==> src/rtl/proc_params.sv <==
// rtl/proc_params.sv - shared RV32I decode constants, issue record and forwarding helper for the ALU issue stage
package proc_params;

    localparam logic [6:0] OPC_OP     = 7'b0110011;
    localparam logic [6:0] OPC_OP_IMM = 7'b0010011;
    localparam logic [6:0] OPC_LOAD   = 7'b0000011;
    localparam logic [6:0] OPC_STORE  = 7'b0100011;
    localparam logic [6:0] OPC_BRANCH = 7'b1100011;
    localparam logic [6:0] OPC_LUI    = 7'b0110111;
    localparam logic [6:0] OPC_AUIPC  = 7'b0010111;
    localparam logic [6:0] OPC_JAL    = 7'b1101111;
    localparam logic [6:0] OPC_JALR   = 7'b1100111;

    localparam logic [2:0] F3_ADD     = 3'b000;
    localparam logic [2:0] F3_SLL     = 3'b001;
    localparam logic [2:0] F3_SRL_SRA = 3'b101;

    // func bit that turns ADD into SUB and SRL into SRA
    localparam int FUNC_SUB_SRA_BIT = 8;

    typedef enum logic [2:0] {IMM_NONE, IMM_I, IMM_S, IMM_B, IMM_U, IMM_J} imm_kind_e;
    typedef enum logic [1:0] {A_ZERO, A_RS1, A_PC} a_sel_e;
    typedef enum logic [2:0] {B_ZERO, B_RS2, B_IMM, B_FOUR, B_SHAMT} b_sel_e;

    typedef struct packed {
        logic [31:0] bits_a;
        logic [31:0] bits_b;
        logic [9:0]  func;
        logic [31:0] rs2_val;
        logic [31:0] imm;
        logic [31:0] pc;
        logic [4:0]  rd;
        logic        wb_en;
        logic        is_branch;
        logic        is_load;
        logic        is_store;
        logic        illegal;
    } issue_t;

    // EX beats MEM beats the register file; x0 is hardwired and a pending load is never forwarded
    function automatic logic [31:0] fwd_src(
        input logic [4:0]  idx,
        input logic [31:0] rf_val,
        input logic        ex_en,
        input logic        ex_ld,
        input logic [4:0]  ex_rd,
        input logic [31:0] ex_data,
        input logic        mem_en,
        input logic [4:0]  mem_rd,
        input logic [31:0] mem_data
    );
        if (idx == 5'd0)                              return 32'd0;
        else if (ex_en && !ex_ld && ex_rd == idx)     return ex_data;
        else if (mem_en && mem_rd == idx)             return mem_data;
        else                                          return rf_val;
    endfunction

endpackage

==> src/rtl/imm_gen.sv <==
// rtl/imm_gen.sv - combinational RV32I immediate extraction and sign extension
module imm_gen
    import proc_params::*;
(
    input  logic [31:0] instr,
    input  imm_kind_e   kind,
    output logic [31:0] imm
);

    always_comb begin
        imm = '0;
        unique case (kind)
            IMM_I:   imm = {{20{instr[31]}}, instr[31:20]};
            IMM_S:   imm = {{20{instr[31]}}, instr[31:25], instr[11:7]};
            IMM_B:   imm = {{19{instr[31]}}, instr[31], instr[7], instr[30:25], instr[11:8], 1'b0};
            IMM_U:   imm = {instr[31:12], 12'b0};
            IMM_J:   imm = {{11{instr[31]}}, instr[31], instr[19:12], instr[20], instr[30:21], 1'b0};
            default: imm = '0;
        endcase
    end

endmodule

==> src/rtl/alu_issue_stage.sv <==
// rtl/alu_issue_stage.sv - decode/issue register stage feeding the ALU with forwarding and load-use stall
module alu_issue_stage
    import proc_params::*;
#(
    parameter int XLEN   = 32,
    parameter int REG_AW = 5
) (
    input  logic              clk,
    input  logic              rst,
    input  logic              in_valid,
    output logic              in_ready,
    input  logic [31:0]       in_instr,
    input  logic [XLEN-1:0]   in_pc,
    input  logic [XLEN-1:0]   rs1_data,
    input  logic [XLEN-1:0]   rs2_data,
    input  logic              ex_fwd_en,
    input  logic [REG_AW-1:0] ex_fwd_rd,
    input  logic [XLEN-1:0]   ex_fwd_data,
    input  logic              ex_fwd_is_load,
    input  logic              mem_fwd_en,
    input  logic [REG_AW-1:0] mem_fwd_rd,
    input  logic [XLEN-1:0]   mem_fwd_data,
    input  logic              flush,
    output logic              out_valid,
    input  logic              out_ready,
    output logic [XLEN-1:0]   out_bits_a,
    output logic [XLEN-1:0]   out_bits_b,
    output logic [9:0]        out_func,
    output logic [XLEN-1:0]   out_rs2_val,
    output logic [XLEN-1:0]   out_imm,
    output logic [XLEN-1:0]   out_pc,
    output logic [REG_AW-1:0] out_rd,
    output logic              out_wb_en,
    output logic              out_is_branch,
    output logic              out_is_load,
    output logic              out_is_store,
    output logic              out_illegal
);

    logic [6:0]  opcode;
    logic [2:0]  funct3;
    logic [4:0]  rs1_idx, rs2_idx, rd_idx;
    logic        legal, use_rs1, use_rs2, writes_rd, hazard;
    logic        dec_branch, dec_load, dec_store;
    imm_kind_e   kind;
    a_sel_e      sel_a;
    b_sel_e      sel_b;
    logic [9:0]  func;
    logic [31:0] imm, src1, src2;
    issue_t      nxt, issue_q;

    assign opcode  = in_instr[6:0];
    assign funct3  = in_instr[14:12];
    assign rd_idx  = in_instr[11:7];
    assign rs1_idx = in_instr[19:15];
    assign rs2_idx = in_instr[24:20];

    always_comb begin
        legal = 1'b1;  use_rs1 = 1'b0;  use_rs2 = 1'b0;  writes_rd = 1'b0;
        dec_branch = 1'b0;  dec_load = 1'b0;  dec_store = 1'b0;
        kind = IMM_NONE;  sel_a = A_ZERO;  sel_b = B_ZERO;  func = '0;
        unique case (opcode)
            OPC_OP: begin
                use_rs1 = 1'b1;  use_rs2 = 1'b1;  writes_rd = 1'b1;
                sel_a = A_RS1;  sel_b = B_RS2;  func = {in_instr[31:25], funct3};
            end
            OPC_OP_IMM: begin
                use_rs1 = 1'b1;  writes_rd = 1'b1;  kind = IMM_I;  sel_a = A_RS1;
                func = {7'b0, funct3};
                // shift-immediates carry only the shamt as operand B; imm[10] selects SRAI
                if (funct3 == F3_SLL || funct3 == F3_SRL_SRA) sel_b = B_SHAMT;
                else                                           sel_b = B_IMM;
                if (funct3 == F3_SRL_SRA && in_instr[30]) func[FUNC_SUB_SRA_BIT] = 1'b1;
            end
            OPC_LOAD: begin
                use_rs1 = 1'b1;  writes_rd = 1'b1;  dec_load = 1'b1;
                kind = IMM_I;  sel_a = A_RS1;  sel_b = B_IMM;
            end
            OPC_STORE: begin
                use_rs1 = 1'b1;  use_rs2 = 1'b1;  dec_store = 1'b1;
                kind = IMM_S;  sel_a = A_RS1;  sel_b = B_IMM;
            end
            OPC_BRANCH: begin
                use_rs1 = 1'b1;  use_rs2 = 1'b1;  dec_branch = 1'b1;
                kind = IMM_B;  sel_a = A_RS1;  sel_b = B_RS2;  func = {7'b0, funct3};
            end
            OPC_LUI:   begin writes_rd = 1'b1;  kind = IMM_U;  sel_a = A_ZERO;  sel_b = B_IMM; end
            OPC_AUIPC: begin writes_rd = 1'b1;  kind = IMM_U;  sel_a = A_PC;    sel_b = B_IMM; end
            OPC_JAL:   begin writes_rd = 1'b1;  kind = IMM_J;  sel_a = A_PC;    sel_b = B_FOUR; end
            OPC_JALR: begin
                use_rs1 = 1'b1;  writes_rd = 1'b1;  kind = IMM_I;  sel_a = A_PC;  sel_b = B_FOUR;
            end
            default: legal = 1'b0;
        endcase
    end

    imm_gen u_imm_gen (
        .instr (in_instr),
        .kind  (kind),
        .imm   (imm)
    );

    assign src1 = fwd_src(rs1_idx, rs1_data, ex_fwd_en, ex_fwd_is_load, ex_fwd_rd, ex_fwd_data,
                          mem_fwd_en, mem_fwd_rd, mem_fwd_data);
    assign src2 = fwd_src(rs2_idx, rs2_data, ex_fwd_en, ex_fwd_is_load, ex_fwd_rd, ex_fwd_data,
                          mem_fwd_en, mem_fwd_rd, mem_fwd_data);

    assign hazard = ex_fwd_en && ex_fwd_is_load && (ex_fwd_rd != '0) &&
                    ((use_rs1 && ex_fwd_rd == rs1_idx) || (use_rs2 && ex_fwd_rd == rs2_idx));

    assign in_ready = !hazard && (!out_valid || out_ready);

    always_comb begin
        nxt    = '0;
        nxt.pc = in_pc;
        if (legal) begin
            unique case (sel_a)
                A_RS1:   nxt.bits_a = src1;
                A_PC:    nxt.bits_a = in_pc;
                default: nxt.bits_a = '0;
            endcase
            unique case (sel_b)
                B_RS2:   nxt.bits_b = src2;
                B_IMM:   nxt.bits_b = imm;
                B_FOUR:  nxt.bits_b = 32'd4;
                B_SHAMT: nxt.bits_b = {27'b0, rs2_idx};
                default: nxt.bits_b = '0;
            endcase
            nxt.func      = func;
            nxt.rs2_val   = src2;
            nxt.imm       = imm;
            nxt.rd        = writes_rd ? rd_idx : 5'd0;
            nxt.wb_en     = writes_rd && (rd_idx != 5'd0);
            nxt.is_branch = dec_branch;
            nxt.is_load   = dec_load;
            nxt.is_store  = dec_store;
        end else begin
            nxt.illegal = 1'b1;
        end
    end

    always_ff @(posedge clk) begin
        if (rst) begin
            out_valid <= 1'b0;
            issue_q   <= '0;
        end else if (flush) begin
            out_valid <= 1'b0;
        end else if (in_valid && in_ready) begin
            out_valid <= 1'b1;
            issue_q   <= nxt;
        end else if (out_ready) begin
            out_valid <= 1'b0;
        end
    end

    assign out_bits_a    = issue_q.bits_a;
    assign out_bits_b    = issue_q.bits_b;
    assign out_func      = issue_q.func;
    assign out_rs2_val   = issue_q.rs2_val;
    assign out_imm       = issue_q.imm;
    assign out_pc        = issue_q.pc;
    assign out_rd        = issue_q.rd;
    assign out_wb_en     = issue_q.wb_en;
    assign out_is_branch = issue_q.is_branch;
    assign out_is_load   = issue_q.is_load;
    assign out_is_store  = issue_q.is_store;
    assign out_illegal   = issue_q.illegal;

endmodule

==> config.mk <==
export PLATFORM = sky130hd
export DESIGN_NAME = alu_issue_stage
export DESIGN_NICKNAME = d
export VERILOG_FILES = /design/src/rtl/proc_params.sv /design/src/rtl/imm_gen.sv /design/src/rtl/alu_issue_stage.sv
export SDC_FILE = /design/constraint.sdc
export NUM_CORES = 1
export LEC_CHECK = 0
export BUFFER_PORTS_ARGS = -buffer_cell sky130_fd_sc_hd__buf_2
export CAP_MARGIN = 10
export CORE_ASPECT_RATIO = 1.4
export CORE_UTILIZATION = 34
export DETAILED_ROUTE_END_ITERATION = 16
export SLEW_MARGIN = 10
export SYNTH_ARGS = -nofsm -noshare
export SYNTH_HDL_FRONTEND = slang
export SYNTH_HIERARCHICAL = 1
export SYNTH_SLANG_ARGS = --single-unit
==> constraint.sdc <==
create_clock -name clk -period 3.15 [get_ports clk]
set_clock_uncertainty 0.2 [all_clocks]
set_input_delay 0.63 -clock clk [delete_from_list [all_inputs] [get_ports clk]]
set_output_delay 0.63 -clock clk [all_outputs]
set_load 0.005 [all_outputs]
==> results by group <==
Run status
  • Outcome: finished, final reports clean

Clock tree
  • Max Buffers Root-to-Sink: 2
  • Root Buffer Master: clkbuf_16
  • Cts hold-fix bufs: 0
  • H-tree levels: 4
  • Clock transition at path regs: 0.08 ns
  • Clk_lat worst skew: 0.44 ns
  • # resized after CTS: 0
  • CTS tree: done
  • # Post-CTS Setup Buffers: 0
  • CTS buffer count: 17
  • CTS sink cnt: ~180

Global route
  • Remaining global-route overflow: 0
  • Vias in the first global route: 10800
  • Largest net degree at the start of global routing: 66
  • Global-route wire length before repair: 67100 um
  • GRT Util Overall: 31.2%
  • Antenna violations before repair: 6

Drt
  • Via count: 11200
  • Avg WL per Cell: 23.6 um
  • DRC: 0
  • Post-route ant nets: 0
  • DRT Pass-1 Iters: 7
  • Via density: about 6
  • Routed WL: roughly 45000 um
  • Initial DRC Count: 810

Timing
  • Peak Freq: 329 MHz
  • Setup_tns: 0 ns
  • Max-slew violations: 0
  • Unrepaired setup endpoints after global routing: no
  • Min Clock Period, post-route: 3.04 ns
  • Worst slew pin tran: 1.19 ns
  • Worst slew margin: 20.3%
  • # setup viols final: 0
  • Fin. Hold Viols: 0
  • Period utilisation layout: 96.6%

Yosys
  • Synth top area share: 37.8%
  • Largest area contributor in the netlist: dfxtp_1
  • Most area-consuming cells after synthesis: dfxtp_1, o21ai_0, o2bb2ai_1
  • Syn Nets: 1366
  • Synth Area per Inst: 8.30 um2
  • Post-Syn Instances: 1154
  • Ys flop type: dfxtp_1
  • Yosys reg bits: 181
  • Synth top cells by count: dfxtp_1, o21ai_0, clkbuf_1, a21oi_1, nor3_1
  • Post-synth cell types: 59
  • Sequential area share after synthesis: 37.8%
  • Mapped cell area: 9580 um2
  • Ys async rst share: 0%
  • Yosys Warn Count: 6
  • Cell with the most instances after synthesis: dfxtp_1
  • Post-synth EDFFs: 0

Critical path
  • Worst r2r path cells: 4
  • Required time worst endpoint: 2.32 ns
  • Crit path to: in_ready
  • Worst r2r src: out_valid
  • Setup crit start kind: input pin
  • Critical Path Start: in_instr[17]
  • Critical Path End Type: output port
  • Flop2flop setup slack: 0.57 ns
  • CP Class: input pin to output port
  • Crit Path Max Fanout: 4
  • Critical path data arrival time: 2.21 ns
  • R2R Path End: out_rd[3]

Pwr
  • Seq pwr share: 43.2%
  • Max IR drop VDD: 0.368 mV
  • Switching power: 1610 uW
  • Switching share of power: between 20 and 30%
  • Comb power frac: 14.8%
  • Pwr Total: between 5000 and 6000 uW
  • Clock power share: 42.0%
  • P_leak: 0.00534 uW
  • PwrDens: 412 nW/um2
  • Internal power: 3770 uW

Die
  • Die ar.: 28800 um2
  • Row count: slightly above 70
  • IO Pins: 392
  • Die Width: 144 um
  • Core Region: around 28000 um2
  • Die Ht: 201 um
  • Initial Util: 34.6%

Worst hold path
  • Worst Hold Class: input pin to flop

Placed design
  • IO Port Bufs: 391
  • Placed Cells: 1877
  • Routability congestion estimate: 0.939
  • DP Area: 12400 um2
  • Hpwl dp: 34000 um

Cells and area
  • Area grow syn2layout: 36.3%
  • Post-Layout Cell Count: 1914
  • Share of post-route cells with drive strength above 1: 35.3%
  • Number of nets in the layout: 1738
  • Finished Cell Area: 13100 um2
  • Final core occ: 47.2%

Flow run
  • Total of max-cap violations: 0
## final cells by class
| type | instances | area (um2) |
|---|---|---|
| multi-input cells | 836 | 5420 |
| repair buffers | 484 | 2900 |
| inverters | 6 | 22.5 |
| fillers | 2797 | 14600 |
| well taps | 370 | 463 |
| clock buffers | 17 | 425 |
| flip-flops and latches | 181 | 3620 |
| diodes | 5 | 12.5 |
| clock inverters | 15 | 191 |
## per-layer routing
metal / global-route usage [%] / vias to the layer above / routed length (um) / part of all wire [%]
met1: 38.0 / 5386 / 17900 / 40
met4: 13.3 / 2 / 1680 / 3.7
met5: 0 / - / 13 / 0.029
met3: 5.42 / 74 / 2920 / 6.5
met2: 53.2 / 541 / 22700 / 50
li1: - / 5155 / - / -
## power by group through the flow
stage	Combinational, uW	Sequential, uW	Clock (uW)
finish	796	2320	2260
global route	845	2330	2390
CTS	786	2320	2300
detailed placement	783	2380	0
global placement	783	2380	0
floorplan	342	2380	0
## worst min-delay path by stage
stage	start	endpoint	slack [ns]	depth (start not counted)
after CTS	flush	out_valid	0.18	2
after detailed placement	out_bits_a[2]	out_bits_a[2]	0.24	1
after global routing	flush	out_valid	0.18	2
after floorplan	out_bits_a[0]	out_bits_a[0]	0.26	1
after global placement	out_bits_a[2]	out_bits_a[2]	0.24	1
final	flush	out_valid	0.21	2
## per-stage QoR
stage	worst slack, ns	hold slack, ns
2_1_floorplan	0.0638	0.256
3_3_place_gp	-0.00644	0.240
3_5_place_dp	-0.0883	0.244
4_1_cts	0.104	0.182
5_1_grt	0.0165	0.184
6_report	0.108	0.211
## flip-flops by register name, summed over array words and instances (netlist names)
register	flops
out_bits_b	32
out_is_branch	1
out_valid	1
out_illegal	1
out_rs2_val	32
out_bits_a	32
out_is_load	1
out_func	10
out_pc	32
out_imm	32
out_is_store	1
out_rd	5
out_wb_en	1
## cell families (layout without fill, tap and decap cells)
group | after synthesis | count (layout) | synth area share (%)
fa+ha+maj | 2 | 2 | 0.261
xor+xnor | 20 | 20 | 1.83
buf+inv | 137 | 522 | 6.27
other cells | 0 | 5 | 0
simple gates | 315 | 315 | 19.1
mux | 4 | 4 | 0.418
compound gates | 495 | 495 | 34.3
flops | 181 | 181 | 37.8
## cells in the final DEF (no fill, tap or decap), types with 13 or more instances in the layout
master     count
a22oi_1       27
a211oi_1      34
a2bb2oi_1     32
nand3_1       36
buf_12        19
a31oi_1       32
buf_2        390
nor2_1        14
dfxtp_1      181
clkbuf_16     17
o21ai_0      152
a21oi_1       84
or3_1         33
nand2b_1      20
buf_4         75
or4b_1        31
nand2_1       59
a22o_1        35
xnor2_1       13
o2bb2ai_1     64
nor3_1        71
## critical path, cell delays in order
cell	delay, ns
buf_2	0.17
xor2_1	0.18
nor3_1	0.44
and4_1	0.36
o21ba_4	0.22
nor2_1	0.07
buf_2	0.15
Power figures use the tool's default switching activity.
